===== src/rtl/cog_clock_gen.sv =====
// Cog clock generator: phase accumulator in the fast PLL clock domain producing the cog clock
// level and cog/PLL enables, with glitch-free mode switching at cog-period boundaries.
`timescale 1ns/1ps
module cog_clock_gen #(
  parameter int ACC_W         = 13,
  parameter int SETTLE_W      = 16,
  parameter int SETTLE_CYCLES = 1000
) (
  input  logic       clock,
  input  logic       nres,
  input  logic [6:0] cfg,
  input  logic       cfg_valid,
  output logic       cfg_ready,
  output logic [6:0] mode,
  output logic       switching,
  output logic       clk_cog,
  output logic       cog_en,
  output logic       pll_en
);

  // state  | meaning
  // IDLE   | mode stable, accepting a new cfg word
  // SETTLE | PLL just enabled, waiting SETTLE_CYCLES before aligning
  // ALIGN  | waiting for a cog-period boundary (carry) or frozen accumulator

  localparam int H = ACC_W - 1;
  localparam logic [1:0] ST_IDLE   = 2'd0;
  localparam logic [1:0] ST_SETTLE = 2'd1;
  localparam logic [1:0] ST_ALIGN  = 2'd2;
  localparam logic [SETTLE_W-1:0] SETTLE_LOAD = SETTLE_W'(SETTLE_CYCLES);

  logic [1:0]          state;
  logic [6:0]          pending;
  logic [SETTLE_W-1:0] settle_cnt;
  logic [ACC_W-1:0]    acc;
  logic [ACC_W-1:0]    inc;
  logic [ACC_W:0]      sum;
  logic [4:0]          clksel;
  logic                carry;
  logic                half_carry;
  logic                pll16x;
  logic                boundary;
  logic                pll_turn_on;

  assign clksel = {mode[6:5], mode[2:0]};
  assign pll16x = (clksel == 5'b11111);

  always_comb begin
    inc = '0;
    if (clksel == 5'b11111)
      inc = ACC_W'(1) << H;
    else if (clksel == 5'b11110)
      inc = ACC_W'(1) << (H - 1);
    else if (clksel == 5'b11101)
      inc = ACC_W'(1) << (H - 2);
    else if (clksel == 5'b11100 || clksel[2:0] == 3'b000)
      inc = ACC_W'(1) << (H - 3);
    else if (clksel == 5'b11011 || clksel == 5'b01010)
      inc = ACC_W'(1) << (H - 4);
    else if (clksel[2:0] == 3'b001)
      inc = ACC_W'(1);
  end

  assign sum   = {1'b0, acc} + {1'b0, inc};
  assign carry = sum[ACC_W];
  // carry into bit H recovered from the sum bit, so no second adder is needed
  assign half_carry = sum[H] ^ acc[H] ^ inc[H];

  assign boundary    = (state == ST_ALIGN) && (carry || (inc == '0));
  assign pll_turn_on = (cfg[6:5] == 2'b11) && !mode[6];

  always_ff @(posedge clock or negedge nres) begin
    if (!nres) begin
      acc    <= '0;
      cog_en <= 1'b0;
      pll_en <= 1'b0;
    end else begin
      acc    <= boundary ? '0 : sum[ACC_W-1:0];
      cog_en <= carry;
      pll_en <= half_carry | pll16x;
    end
  end

  always_ff @(posedge clock or negedge nres) begin
    if (!nres) begin
      state      <= ST_IDLE;
      pending    <= '0;
      settle_cnt <= '0;
      mode       <= '0;
    end else begin
      case (state)
        ST_IDLE: begin
          if (cfg_valid) begin
            pending <= cfg;
            if (pll_turn_on) begin
              state      <= ST_SETTLE;
              settle_cnt <= SETTLE_LOAD;
            end else begin
              state <= ST_ALIGN;
            end
          end
        end
        ST_SETTLE: begin
          if (settle_cnt <= SETTLE_W'(1)) begin
            settle_cnt <= '0;
            state      <= ST_ALIGN;
          end else begin
            settle_cnt <= settle_cnt - SETTLE_W'(1);
          end
        end
        ST_ALIGN: begin
          if (boundary) begin
            mode  <= pending;
            state <= ST_IDLE;
          end
        end
        default: state <= ST_IDLE;
      endcase
    end
  end

  assign cfg_ready = (state == ST_IDLE);
  assign switching = (state != ST_IDLE);
  assign clk_cog   = acc[H];

endmodule


===== config.mk =====
export PLATFORM = sky130hd
export DESIGN_NAME = cog_clock_gen
export DESIGN_NICKNAME = d
export VERILOG_FILES = /design/src/rtl/cog_clock_gen.sv
export SDC_FILE = /design/constraint.sdc
export NUM_CORES = 1
export LEC_CHECK = 0
export ABC_AREA = 1
export CAP_MARGIN = 30
export CORE_MARGIN = 5
export CORE_UTILIZATION = 60
export DETAILED_ROUTE_END_ITERATION = 10
export GPL_TIMING_DRIVEN = 1
export HOLD_SLACK_MARGIN = 0.12
export PLACE_DENSITY_LB_ADDON = 0.3
export SLEW_MARGIN = 25
export SYNTH_ARGS = -nofsm -noshare
export SYNTH_HDL_FRONTEND = slang
export SYNTH_SLANG_ARGS = --single-unit

===== constraint.sdc =====
create_clock -name clock -period 4.2 [get_ports clock]
set_input_delay 1.26 -clock clock [delete_from_list [all_inputs] [get_ports clock]]
set_output_delay 1.26 -clock clock [all_outputs]
set_load 0.05 [all_outputs]

==> run_summary.xml <==
<?xml version="1.0" encoding="UTF-8"?>
<metrics>
  <group name="run_status">
    <metric name="status" unit="">complete, no violations</metric>
  </group>
  <group name="floorplanning">
    <metric name="fp.dieH" unit="um">79.27</metric>
    <metric name="site_row_count" unit="">25</metric>
    <metric name="die_width" unit="um">79.27</metric>
    <metric name="core_area" unit="mm^2">0.004692</metric>
    <metric name="io_pins" unit="">22</metric>
    <metric name="die_area" unit="mm^2">0.006284</metric>
    <metric name="starting_density_of_the_core" unit="">0.6136</metric>
  </group>
  <group name="placement">
    <metric name="detailedPlace.worstSlack" unit="ps">1360</metric>
    <metric name="placedInstanceArea" unit="mm^2">0.003127</metric>
    <metric name="portBuffers" unit="">21</metric>
    <metric name="gp_congestion" unit="">0.8703</metric>
    <metric name="hpwl" unit="mm">4.256</metric>
    <metric name="dpl.cell_count" unit="">430</metric>
  </group>
  <group name="setup_path">
    <metric name="worst_path_largest_cell_delay" unit="ps">870</metric>
    <metric name="crit_required" unit="ps">2940</metric>
    <metric name="critPathSlowestCell" unit="">clkdlybuf4s50_1</metric>
    <metric name="worst_r2r_startpoint" unit="">mode[6]$_DFFE_PN0P_</metric>
    <metric name="rrSetupSlack" unit="ps">1710</metric>
    <metric name="critPathArrivalTime" unit="ps">1880</metric>
    <metric name="timing_worst_setup_path_type" unit="">reg2out</metric>
    <metric name="timing.rr.end" unit="">mode[6]$_DFFE_PN0P_</metric>
    <metric name="setup.worst_path.start_class" unit="">register</metric>
    <metric name="crit_path_max_fanout" unit="">5</metric>
    <metric name="critical_path.cell_chain" unit="">nor2_1, clkdlybuf4s50_1</metric>
    <metric name="rr_worst_depth" unit="">12</metric>
    <metric name="crit_path_end_kind" unit="">output pin</metric>
  </group>
  <group name="clocking">
    <metric name="max-clock-path-buffers" unit="">2</metric>
    <metric name="post_cts_resize_count" unit="">0</metric>
    <metric name="number_of_cts_inserted_buffers" unit="">5</metric>
    <metric name="cts_hold_buf" unit="">0</metric>
    <metric name="clkTransAtPathRegs" unit="ps">100</metric>
    <metric name="htree_num_levels" unit="">2</metric>
    <metric name="cts_tree" unit="">done</metric>
    <metric name="post_cts.repair.setup_buffers" unit="">0</metric>
    <metric name="root_buffer" unit="">clkbuf_8</metric>
    <metric name="clock_insertion_delay_worst_skew" unit="ps">300</metric>
    <metric name="cts.sink_count" unit="">47</metric>
  </group>
  <group name="flow_run">
    <metric name="maxCapViolCount" unit="">0</metric>
  </group>
  <group name="drt">
    <metric name="vias_per_cell" unit="">5.393</metric>
    <metric name="route.layer.met1.wl" unit="mm">2.559</metric>
    <metric name="top_sig_layer" unit="">met4</metric>
    <metric name="postRouteWirelength" unit="mm">5.585</metric>
    <metric name="met2RoutedLength" unit="mm">2.724</metric>
    <metric name="total_via_count_in_the_routed_design" unit="">2362</metric>
    <metric name="final_antenna_net_count" unit="">0</metric>
    <metric name="initialDrtViolationCount" unit="">55</metric>
    <metric name="drt-pass1-iter-count" unit="">4</metric>
    <metric name="wire_per_inst" unit="um">12.75</metric>
    <metric name="post-route-drc-count" unit="">0</metric>
    <metric name="met3RoutedLength" unit="um">187</metric>
  </group>
  <group name="sta">
    <metric name="worst_pin_slew" unit="ps">506.4</metric>
    <metric name="worst_slack" unit="ps">1061</metric>
    <metric name="period_share" unit="">0.7473</metric>
    <metric name="finalSetupViolations" unit="">0</metric>
    <metric name="timing.final.hold_violations" unit="">0</metric>
    <metric name="finalWorstPathRequiredPeriod" unit="ps">3139</metric>
    <metric name="setup_total_negative_slack" unit="ps">0</metric>
    <metric name="max-slew-margin-rel" unit="">0.6614</metric>
    <metric name="rsz0062_at_grt" unit="">false</metric>
    <metric name="report.final.slew_viol_count" unit="">0</metric>
    <metric name="clock-skew-final" unit="ps">9.361</metric>
    <metric name="fmax" unit="MHz">318.6</metric>
    <metric name="final.hold.worst_slack" unit="ps">484.6</metric>
  </group>
  <group name="finish">
    <metric name="layout.cell_area.non_filler" unit="mm^2">0.003218</metric>
    <metric name="area.growth.synth_to_final" unit="%">11.78</metric>
    <metric name="finalNetCount" unit="">402</metric>
    <metric name="utilization" unit="">0.6859</metric>
    <metric name="finish.cell_count_without_fillers" unit="">438</metric>
    <metric name="layout-drive-gt1-share" unit="">0.1563</metric>
    <metric name="antennaDiodeCount" unit="">0</metric>
    <metric name="nFillCells" unit="">376</metric>
  </group>
  <group name="synthesis">
    <metric name="synth.cell_area" unit="mm^2">0.002879</metric>
    <metric name="number_of_synthesized_flops_with_an_enable_pin" unit="">0</metric>
    <metric name="ys_types" unit="">33</metric>
    <metric name="mappedNetlistNets" unit="">377</metric>
    <metric name="async_s_r_ff_share_synth" unit="">1.000</metric>
    <metric name="ys.warnings.count" unit="">0</metric>
    <metric name="leading_register_cell_type_out_of_synthesis" unit="">dfrtp_1</metric>
    <metric name="ys_ff_latch" unit="">47</metric>
    <metric name="postSynthAreaPerCell" unit="um^2">8.042</metric>
    <metric name="netlist_instances" unit="">358</metric>
    <metric name="seq_area_frac_synth" unit="">0.4085</metric>
  </group>
  <group name="global_route">
    <metric name="grt_overflow_total" unit="">0</metric>
    <metric name="grtUsageTotal" unit="">0.1961</metric>
    <metric name="grt_max_degree" unit="">31</metric>
    <metric name="grt_antenna_before_repair" unit="">0</metric>
    <metric name="grt_first_pass_wirelength" unit="mm">9.853</metric>
    <metric name="vias_in_the_first_global_route" unit="">2263</metric>
  </group>
  <group name="power_and_ir_drop">
    <metric name="report.power.total" unit="mW">2.105</metric>
    <metric name="power_switching" unit="mW">1.021</metric>
    <metric name="power.share.combinational" unit="">0.531</metric>
    <metric name="internal_power" unit="mW">1.084</metric>
    <metric name="pwr-share-seq" unit="">0.335</metric>
    <metric name="vdd_ir_drop_max" unit="uV">595.9</metric>
    <metric name="clk_pwr_share" unit="">0.133</metric>
    <metric name="power.switching_fraction" unit="">0.4848</metric>
    <metric name="leakage" unit="nW">1.559</metric>
    <metric name="power-per-cell-area" unit="mW/mm^2">654.1</metric>
  </group>
  <group name="hold_path">
    <metric name="timing.hold.worst_endpoint" unit="">mode[4]$_DFFE_PN0P_</metric>
    <metric name="hold_path_class" unit="">reg2reg</metric>
    <metric name="worst_hold_path.num_cells" unit="">2</metric>
    <metric name="hold_start" unit="">mode[4]$_DFFE_PN0P_</metric>
  </group>
</metrics>
-- metal layers --
layer / global-route usage / vias up
li1: - / 1189
met1: 0.2498 / 1106
met2: 0.3325 / 55
met3: 0.03401 / 12
met4: 0.07388 / 0
met5: 0 / -
-- state kept, by name, indices dropped and copies added, names as in the netlist --
register	cells
acc	13
pll_en	1
state	2
cog_en	1
pending	7
mode	7
settle_cnt	16
-- final cells by class --
class / count / area [um^2] / share of cell area
Multi-Input combinational cell: 269 / 1511 / 0.4697
Sequential cell: 47 / 1176 / 0.3655
Timing Repair Buffer: 23 / 232.7 / 0.07232
Inverter: 37 / 138.9 / 0.04316
Clock buffer: 5 / 68.82 / 0.02138
Tap cell: 54 / 67.56 / 0.02100
Clock inverter: 3 / 22.52 / 0.006998
-- cell usage in the layout, fill, tap and decap left out, types with 7 or more instances in the layout --
cell type and count:
nor2_1 49, nand2_2 7, mux2_2 7, xor2_1 9
dfrtp_1 47, a21oi_2 11, nand3_2 10, inv_1 35
clkdlybuf4s50_1 20, nand3_1 20, ha_1 9, nand2_1 102
-- worst max-delay path by stage --
stage	slack (ps)	end	start	cells after the start
final	1060	cfg_ready	state[1]$_DFFE_PN0P_	2
after global routing	950	cfg_ready	state[1]$_DFFE_PN0P_	2
after CTS	1060	cfg_ready	state[0]$_DFFE_PN0P_	2
after detailed placement	1360	settle_cnt[2]$_DFFE_PN0P_	cfg[5]	8
after global placement	1410	settle_cnt[2]$_DFFE_PN0P_	cfg[5]	8
after floorplan	1250	switching	state[1]$_DFFE_PN0P_	2
-- kinds of logic (layout without fill, tap and decap cells) --
family	Yosys count	count (layout)	share of synthesized area
multiplexers	7	7	0.02738
adder cells (fa/ha/maj)	9	9	0.03911
XOR/XNOR	15	15	0.04563
flip-flops	47	47	0.4085
buffers and inverters	42	68	0.06736
AO/OA/AOI/OAI	28	28	0.06997
AND/OR/NAND/NOR	210	210	0.3420
-- critical path, delay by kind of cell (launching register included) --
| family | cells | cell delay, ps |
|---|---|---|
| flops | 1 | 410 |
| simple gates | 1 | 290 |
| buf+inv | 1 | 870 |
-- cells in the mapped netlist (3+ instances only) --
| cell type | instances | area share |
|---|---|---|
| nand2_2 | 7 | 0.015 |
| nand3b_1 | 4 | 0.010 |
| a21oi_2 | 11 | 0.033 |
| dfrtp_1 | 47 | 0.41 |
| nand3_2 | 10 | 0.035 |
| ha_1 | 9 | 0.039 |
| nand4_1 | 6 | 0.013 |
| nand3_1 | 20 | 0.035 |
| nor2_4 | 4 | 0.016 |
| nor2_2 | 4 | 0.0087 |
| nand2_1 | 102 | 0.13 |
| xnor2_1 | 6 | 0.018 |
| nor2_1 | 50 | 0.065 |
| xor2_1 | 9 | 0.027 |
| inv_1 | 35 | 0.046 |
| o21ai_0 | 3 | 0.0052 |
| a21oi_1 | 6 | 0.010 |
| mux2_2 | 7 | 0.027 |
-- power groups by stage --
stage	combinational (mW)	clock [mW]	sequential (mW)
final	1.12	0.280	0.706
after global routing	1.22	0.307	0.722
after global placement	1.09	0	0.707
after floorplan	0.799	0	0.817
after CTS	1.12	0.286	0.703
after detailed placement	1.12	0	0.713
Note: power is estimated with default switching activity, not from simulation.
